<file path="src/rtl/counter_register_if.sv">
//------------------------------------------------------------------------------
// Module   : counter_register_if
// Brief    : Bus, count-control and status signals of counter_register.
// Revision : 1.0
//------------------------------------------------------------------------------
`default_nettype none

interface counter_register_if #(
    parameter int INPUT_COUNT  = 2,
    parameter int OUTPUT_COUNT = 2,
    parameter int WIDTH        = 8
);
    logic [WIDTH*INPUT_COUNT-1:0]  busInputs;
    logic [INPUT_COUNT-1:0]        busReadEnable;
    logic [OUTPUT_COUNT-1:0]       busWriteEnable;
    logic [WIDTH*OUTPUT_COUNT-1:0] busOutputs;
    logic                          inc;
    logic                          dec;
    logic                          clear;
    logic [WIDTH-1:0]              value;
    logic                          zero;
    logic                          wrap;

    modport master (
        output busInputs, busReadEnable, busWriteEnable, inc, dec, clear,
        input  busOutputs, value, zero, wrap
    );

    modport slave (
        input  busInputs, busReadEnable, busWriteEnable, inc, dec, clear,
        output busOutputs, value, zero, wrap
    );
endinterface

`default_nettype wire

</file>
<file path="src/rtl/counter_register.sv">
//------------------------------------------------------------------------------
// Module   : counter_register
// Brief    : Bus-loadable up/down counting register with wrap flag and gated
//            bus outputs.
// Revision : 1.0
//------------------------------------------------------------------------------
`default_nettype none

module counter_register #(
    parameter int               INPUT_COUNT   = 2,
    parameter int               OUTPUT_COUNT  = 2,
    parameter int               WIDTH         = 8,
    parameter logic [WIDTH-1:0] DEFAULT_VALUE = '0,
    parameter int               STEP          = 1
) (
    input  wire logic           clk,
    input  wire logic           nrst,
    counter_register_if.slave   bus
);
    localparam logic [WIDTH:0] c_step = (WIDTH+1)'(STEP);

    logic [WIDTH-1:0] r_value;
    logic             r_wrap;

    logic             w_load;
    logic [WIDTH-1:0] w_load_data;
    logic [WIDTH:0]   w_sum;
    logic [WIDTH:0]   w_diff;
    logic [WIDTH-1:0] w_next_value;
    logic             w_next_wrap;

    // Later iterations override earlier ones, so the highest enabled index wins.
    always_comb begin
        w_load_data = '0;
        for (int i = 0; i < INPUT_COUNT; i++) begin
            if (bus.busReadEnable[i]) begin
                w_load_data = bus.busInputs[WIDTH*i +: WIDTH];
            end
        end
    end

    assign w_load = |bus.busReadEnable;
    assign w_sum  = {1'b0, r_value} + c_step;
    assign w_diff = {1'b0, r_value} - c_step;

    always_comb begin
        w_next_value = r_value;
        w_next_wrap  = 1'b0;
        if (bus.clear) begin
            w_next_value = DEFAULT_VALUE;
        end else if (w_load) begin
            w_next_value = w_load_data;
        end else if (bus.inc && bus.dec) begin
            w_next_value = r_value;
        end else if (bus.inc) begin
            w_next_value = w_sum[WIDTH-1:0];
            w_next_wrap  = w_sum[WIDTH];
        end else if (bus.dec) begin
            w_next_value = w_diff[WIDTH-1:0];
            w_next_wrap  = w_diff[WIDTH];
        end
    end

    always_ff @(posedge clk or negedge nrst) begin
        if (!nrst) begin
            r_value <= DEFAULT_VALUE;
            r_wrap  <= 1'b0;
        end else begin
            r_value <= w_next_value;
            r_wrap  <= w_next_wrap;
        end
    end

    assign bus.value = r_value;
    assign bus.zero  = (r_value == '0);
    assign bus.wrap  = r_wrap;

    generate
        for (genvar j = 0; j < OUTPUT_COUNT; j++) begin : g_out
            assign bus.busOutputs[WIDTH*j +: WIDTH] =
                bus.busWriteEnable[j] ? r_value : '0;
        end
    endgenerate

endmodule

`default_nettype wire

</file>
<file path="src/flat_wrapper.sv">
// flat-port wrapper written by rule: the top's interface ports become plain ports
module counter_register_flat 
#(
    parameter int               INPUT_COUNT   = 2,
    parameter int               OUTPUT_COUNT  = 2,
    parameter int               WIDTH         = 8,
    parameter logic [WIDTH-1:0] DEFAULT_VALUE = '0,
    parameter int               STEP          = 1
)
  (clk, nrst, bus_busInputs, bus_busReadEnable, bus_busWriteEnable, bus_inc, bus_dec, bus_clear, bus_busOutputs, bus_value, bus_zero, bus_wrap);
  counter_register_if #(.INPUT_COUNT(INPUT_COUNT), .OUTPUT_COUNT(OUTPUT_COUNT), .WIDTH(WIDTH)) bus_i ();
  input  wire logic clk;
  input  wire logic nrst;
  input wire logic [$bits(bus_i.busInputs)-1:0] bus_busInputs;
  input wire logic [$bits(bus_i.busReadEnable)-1:0] bus_busReadEnable;
  input wire logic [$bits(bus_i.busWriteEnable)-1:0] bus_busWriteEnable;
  input wire logic [$bits(bus_i.inc)-1:0] bus_inc;
  input wire logic [$bits(bus_i.dec)-1:0] bus_dec;
  input wire logic [$bits(bus_i.clear)-1:0] bus_clear;
  output wire logic [$bits(bus_i.busOutputs)-1:0] bus_busOutputs;
  output wire logic [$bits(bus_i.value)-1:0] bus_value;
  output wire logic [$bits(bus_i.zero)-1:0] bus_zero;
  output wire logic [$bits(bus_i.wrap)-1:0] bus_wrap;
  assign bus_i.busInputs = bus_busInputs;
  assign bus_i.busReadEnable = bus_busReadEnable;
  assign bus_i.busWriteEnable = bus_busWriteEnable;
  assign bus_i.inc = bus_inc;
  assign bus_i.dec = bus_dec;
  assign bus_i.clear = bus_clear;
  assign bus_busOutputs = bus_i.busOutputs;
  assign bus_value = bus_i.value;
  assign bus_zero = bus_i.zero;
  assign bus_wrap = bus_i.wrap;
  counter_register #(.INPUT_COUNT(INPUT_COUNT), .OUTPUT_COUNT(OUTPUT_COUNT), .WIDTH(WIDTH), .DEFAULT_VALUE(DEFAULT_VALUE), .STEP(STEP)) u_core (.clk(clk), .nrst(nrst), .bus(bus_i));
endmodule
</file>
<file path="config.mk">
export PLATFORM = sky130hd
export DESIGN_NAME = counter_register_flat
export DESIGN_NICKNAME = d
export VERILOG_FILES = /design/src/rtl/counter_register_if.sv /design/src/rtl/counter_register.sv /design/src/flat_wrapper.sv
export SDC_FILE = /design/constraint.sdc
export NUM_CORES = 1
export LEC_CHECK = 0
export CORE_MARGIN = 2
export CORE_UTILIZATION = 40
export DETAILED_ROUTE_END_ITERATION = 8
export DONT_BUFFER_PORTS = 1
export GPL_TIMING_DRIVEN = 0
export PLACE_DENSITY = 0.59
export SLEW_MARGIN = 0
export SYNTH_ARGS = -nofsm -noshare
export SYNTH_HDL_FRONTEND = slang
export SYNTH_SLANG_ARGS = --single-unit
</file>
<file path="constraint.sdc">
create_clock -name clk -period 3.76 [get_ports clk]
set_input_delay 0.752 -clock clk [delete_from_list [all_inputs] [get_ports clk]]
set_output_delay 0.752 -clock clk [all_outputs]
set_load 0.1 [all_outputs]
</file>
==> results of run 1 <==
[cell families (layout without fill, tap and decap cells)]
group           after synthesis  after routing  share of synthesized area
buf+inv                       8             12                     0.0445
simple gates                 50             50                      0.323
xor+xnor                      5              5                     0.0719
fa+ha+maj                     3              3                     0.0431
compound gates               34             34                      0.259
flops                         9              9                      0.259
[cell usage after synthesis (all sizes together), types with 3 or more instances]
cell type  instances
and2              17
a21oi             10
dfrtp              9
nand2              9
nor2               8
o22ai              7
o21ai              6
xnor2              4
buf                3
ha                 3
inv                3
nand2b             3
[state kept, by name (all words and copies together) (netlist names)]
| name | flops |
|---|---|
| u_core.bus.wrap | 1 |
| u_core.bus.value | 8 |
[stage by stage]
step	hold WS, ns	utilization	instance area, µm²	worst slack (ns)
after floorplan	0.456	-	871	0.861
after global placement	0.457	0.452	905	0.752
after detailed placement	0.457	0.452	905	0.740
after CTS	0.169	0.465	931	0.456
after global routing	0.155	0.465	931	0.386
final	0.166	0.465	931	0.466
[final cells by class]
class / instances / area share
Inverter: 3 / 0.0121
Sequential cell: 9 / 0.242
Clock buffer: 4 / 0.0282
Buffer: 5 / 0.0296
Tap cell: 27 / 0.0363
Multi-Input combinational cell: 92 / 0.652
[power by group]
group | switching, mW | total [mW] | internal [mW] | leakage, nW
Sequential | 0.0721 | 0.175 | 0.103 | 0.116
Clock | 0.0373 | 0.0783 | 0.0410 | 0.0150
Combinational | 0.129 | 0.167 | 0.0388 | 0.234
Total | 0.238 | 0.421 | 0.183 | 0.365
[routing by layer]
metal | vias to the layer above | routed length, µm | global-route usage
met5 | - | 0 | 0
met4 | 0 | 10 | 0.0135
met3 | 2 | 178 | 0.0685
met2 | 33 | 1060 | 0.281
met1 | 394 | 1010 | 0.237
li1 | 401 | - | -
[layout by cell type, fill, tap and decap left out, types with 2 or more instances in the layout]
master,count
or2_2,2
o22ai_1,7
or4_4,2
a21oi_1,9
and3_1,2
xnor2_1,3
and2_1,17
nand4_1,2
nand2_1,9
ha_1,3
inv_1,3
o31a_1,2
o21ai_0,5
nand2b_1,3
clkbuf_4,3
a211o_1,2
dfrtp_1,9
clkbuf_1,3
nor2_1,8
[path summary, 6_finish.rpt]
| check | slack (ns) | startpoint | cells past startpoint | to |
|---|---|---|---|---|
| max in group asynchronous | 3.51 | nrst | 0 | u_core.bus.value[3] |
| worst min register to register | 1.13 | u_core.bus.value[1] | 2 | u_core.bus.value[1] |
| min in group clk | 0.64 | bus_dec | 1 | u_core.bus.wrap |
| worst max-delay path | 0.47 | u_core.bus.value[5] | 3 | bus_zero |
| worst max register to register | 1.12 | u_core.bus.value[2] | 6 | u_core.bus.value[7] |
| worst min-delay path | 0.17 | nrst | 0 | u_core.bus.value[0] |
==> results.toml, run 1 <==
[run_status]
outcome = "completed"

[synth]
synth.area.top_cells = "dfrtp_1 (26%), and2_1 (12%), a21oi_1 (5.2%)"
ys_ff_latch = 9
synth_flop_cell = "dfrtp_1"
postSynthAreaPerCell_um2 = 7.99
async_flop_share = 1.00
syn_area_um2 = 871
synth_top_area_share = 0.259
yosysUniqueCellTypes = 37
syn_nets = 137
synthCells = 109
seq_area_frac_synth = 0.259
yosysTopAreaCell = "dfrtp_1"
synth_edf_count = 0
yosys_warnings = 0

[clock_network]
holdBufCountCts = 0
clkLatencyLatePin_ns = 0.27
cts_setup_buffers = 0
cts.repair.resized = 0
clkSinkCount = 9
cts_buffers = 3
cts-root-buf = "clkbuf_4"
htreeDepth = 1
cts_tree = "done"
ctsLongestPathBuffers = 2
clkTransAtPathRegs_ns = 0.07

[setup_path]
critPathCaptureType = "primary output"
crit_fanout = 9
arrival_ns = 2.54
max_stage_delay_ns = 0.86
slowest_stage = "and3_1"
path_cells = "clkbuf_1, nor4_1, and3_1"
path_class = "flip-flop to primary output"
cp.required_ns = 3.01
path_buf_inv = 1
cp-start-kind = "flip-flop"
cpLargestDelayFamily = "simple AND/OR/NAND/NOR gates"

[floorplan]
io_pins = 51
start_util = 0.435
rows = 16
die_w_um = 50.7
core_area_um2 = 2000
dieArea_um2 = 2570
die_y_um = 50.7

[timing]
fmax_ghz = 0.304
rsz0062_at_grt = "false"
finalHoldViolCount = 0
finalSetupViolations = 0
setup_tns_ns = 0
worst_slew_pin_slew_ns = 1.12
slew_headroom = 0.251
timing.final.crit_period_ns = 3.29
timing.final.crit_share = 0.876
finClkSkew_ns = 0.0108
drv_slew = 0

[route]
drt_iter0_drc = 13
dr.pass1.iters = 4
vias = 830
wl_per_cell_um = 16.1
vias_per_cell = 5.93
drc = 0
antenna_left = 0
wl_mm = 2.26

[cells_and_area]
regArea_um2 = 225
diodes = 0
area_delta_synth_final_pct = 6.90
fill_cells = 224
multi_input_area_um2 = 607
drive_gt1_frac = 0.106
fin_cells = 140
final_nets = 142

[job]
maxCapViolCount = 0

[hold_path]
worstHoldPathType = "input pin to asynchronous set/reset pin"

[grt]
grt_max_degree = 11
first_global_vias = 739
grt_first_pass_wirelength_mm = 3.39
overflow = 0
antenna_found_initial = 0
grt_use_total = 0.177

[pwr]
powerDensity_nw_per_um2 = 452
fin_total_pwr_uw = 421
ir_drop_v = 0.000181
p_leak_nw = 0.365

[placed_design]
place_congestion = 0.816
port_buffers = 0
dp_hpwl_mm = 1.69
dp_cells = 136
No activity file was read; power rests on OpenSTA's default activity.
==> run 2, diff against run 1 <==
CTS_CLUSTER_DIAMETER = 80   (was default)
DONT_BUFFER_PORTS = default   (was 1)
PLACE_DENSITY = 0.89   (was 0.59)
==> run 2 against run 1 <==
  * Non-clock buffer count grew 48
  * Highest routed layer unchanged
  * Utilization rose by 24 points
  * Largest cell class unchanged
  * Via count up 26%
  * Routed wire length increased by 18%
  * Combinational power increased by 74%
  * Sequential power down 33%
  * Global-route usage rose by 3.7 points
  * Die area stayed put
  * Largest power group is now combinational cells
  * Final area increased by 52%
  * Final cell count grew 34%
  * Register-to-register slack gained 0.55 ns
  * Total power grew 16%
==> results.toml, run 2 (synthesis results as in run 1) <==
[setup_path]
path_class = "input pin to primary output"
path_common_cell = "clkdlybuf4s50_1"
crit_fanout = 8
cp-start-kind = "input pin"
path_buf_inv = 2
path_cells = "clkdlybuf4s50_1, and2_1, clkdlybuf4s50_1"
crit_path_start = "bus_busWriteEnable[1]"
slowest_stage = "clkdlybuf4s50_1"
r2r_slack_ns = 1.67
crit_cells = 3
max_stage_delay_ns = 1.14
rr_endpoint = "u_core.bus.value[7]"
crit_end = "bus_busOutputs[11]"
arrival_ns = 2.62
cpLargestDelayFamily = "buffers and inverters"
r2r.worst_path.cells = 6
timing.rr.start = "u_core.bus.value[2]"
critPathCaptureType = "primary output"
cp.required_ns = 3.01

[clock_network]
ctsLongestPathBuffers = 2
cts-root-buf = "clkbuf_4"
cts.repair.resized = 0
cts_setup_buffers = 0
clkTransAtPathRegs_ns = 0.07
clkSinkCount = 9
cts_buffers = 3
htreeDepth = 1
holdBufCountCts = 0
clkLatencyLatePin_ns = 0.27
cts_tree = "done"

[floorplan]
start_util = 0.435
dieArea_um2 = 2570
io_pins = 51
die_w_um = 50.7
core_area_um2 = 2000
die_y_um = 50.7
rows = 16

[cells_and_area]
final_common_cell = "clkdlybuf4s50_1"
fill_cells = 153
drive_gt1_frac = 0.0745
mostFrequentLayoutCells = "clkdlybuf4s50_1 (48), and2_1 (17), nand2_1 (9), a21oi_1 (9), dfrtp_1 (9)"
diodes = 0
final_nets = 190
area_delta_synth_final_pct = 62.1
largest_reg_flops = 8

[route]
drc = 0
wl_mm = 2.67
vias_per_cell = 5.55
dr.pass1.iters = 4
wl_per_cell_um = 14.2
antenna_left = 0
vias = 1043
drt_iter0_drc = 20

[timing]
finalSetupViolations = 0
finClkSkew_ns = 0.00311
timing.final.crit_share = 0.897
rsz0062_at_grt = "false"
slew_headroom = 0.345
finalHoldViolCount = 0
drv_slew = 0
setup_tns_ns = 0
timing.final.crit_period_ns = 3.37
fmax_ghz = 0.296
worst_slew_pin_slew_ns = 0.979

[pwr]
fin_total_pwr_uw = 488
powerDensity_nw_per_um2 = 346
ir_drop_v = 0.000253
p_leak_nw = 0.544

[grt]
antenna_found_initial = 0
first_global_vias = 901
grt_max_degree = 11
grt_use_total = 0.214
grt_first_pass_wirelength_mm = 4.13
overflow = 0

[hold_path]
holdCritStartpoint = "u_core.bus.value[1]"
worstHoldPathType = "flip-flop to flip-flop"

[run_status]
outcome = "completed"

[placed_design]
port_buffers = 48
dp_hpwl_mm = 2.06
place_congestion = 0.847

[job]
maxCapViolCount = 0
## run 2: cell count changes in the layout (fill, tap and decap cells not counted), sizes merged
cell / change
clkdlybuf4s50: +48
## run 2: worst min-delay path, cell delays in order (launching register included)
cell and delay, ns:
dfrtp_1 0.46, nand3_1 0.10, a21oi_1 0.06
## run 2: report_power, final
group          switching [mW]  internal, mW
Sequential             0.0129         0.105
Combinational           0.203        0.0884
Clock                  0.0384        0.0411
## run 2: cell type report
type / count / area, µm² / area share
plain buffers: 5 / 27.5 / 0.0195
clock buffers: 4 / 26.3 / 0.0186
well taps: 27 / 33.8 / 0.0239
multi-input cells: 92 / 607 / 0.430
repair buffers: 48 / 480 / 0.340
inverters: 3 / 11.3 / 0.00798
flip-flops and latches: 9 / 225 / 0.160
## run 2: through the flow
stage	hold WS [ns]	setup slack [ns]	utilization	area [µm²]	instances
finish	0.664	0.386	0.705	1410	188
global route	0.706	0.302	0.705	1410	188
CTS	0.665	0.372	0.705	1410	188
detailed placement	0.657	0.373	0.692	1390	184
global placement	0.649	0.423	0.692	1390	184
floorplan	0.456	0.861	-	871	109
## run 2: worst min-delay path by stage
stage                          endpoint  slack (ns)  cells past startpoint
global route        u_core.bus.value[1]        0.71                      2
global placement    u_core.bus.value[1]        0.65                      2
CTS                 u_core.bus.value[1]        0.67                      2
detailed placement  u_core.bus.value[1]        0.66                      2
floorplan           u_core.bus.value[0]        0.46                      0
finish              u_core.bus.value[1]        0.66                      2
## run 2: layer usage
metal	wire length [µm]	GRT usage	vias up	share of wire
met1	1070	0.258	472	0.40
met2	1320	0.384	64	0.49
met5	0	0	-	0
met4	30	0.0541	0	0.011
met3	250	0.0446	7	0.094
li1	-	-	500	-
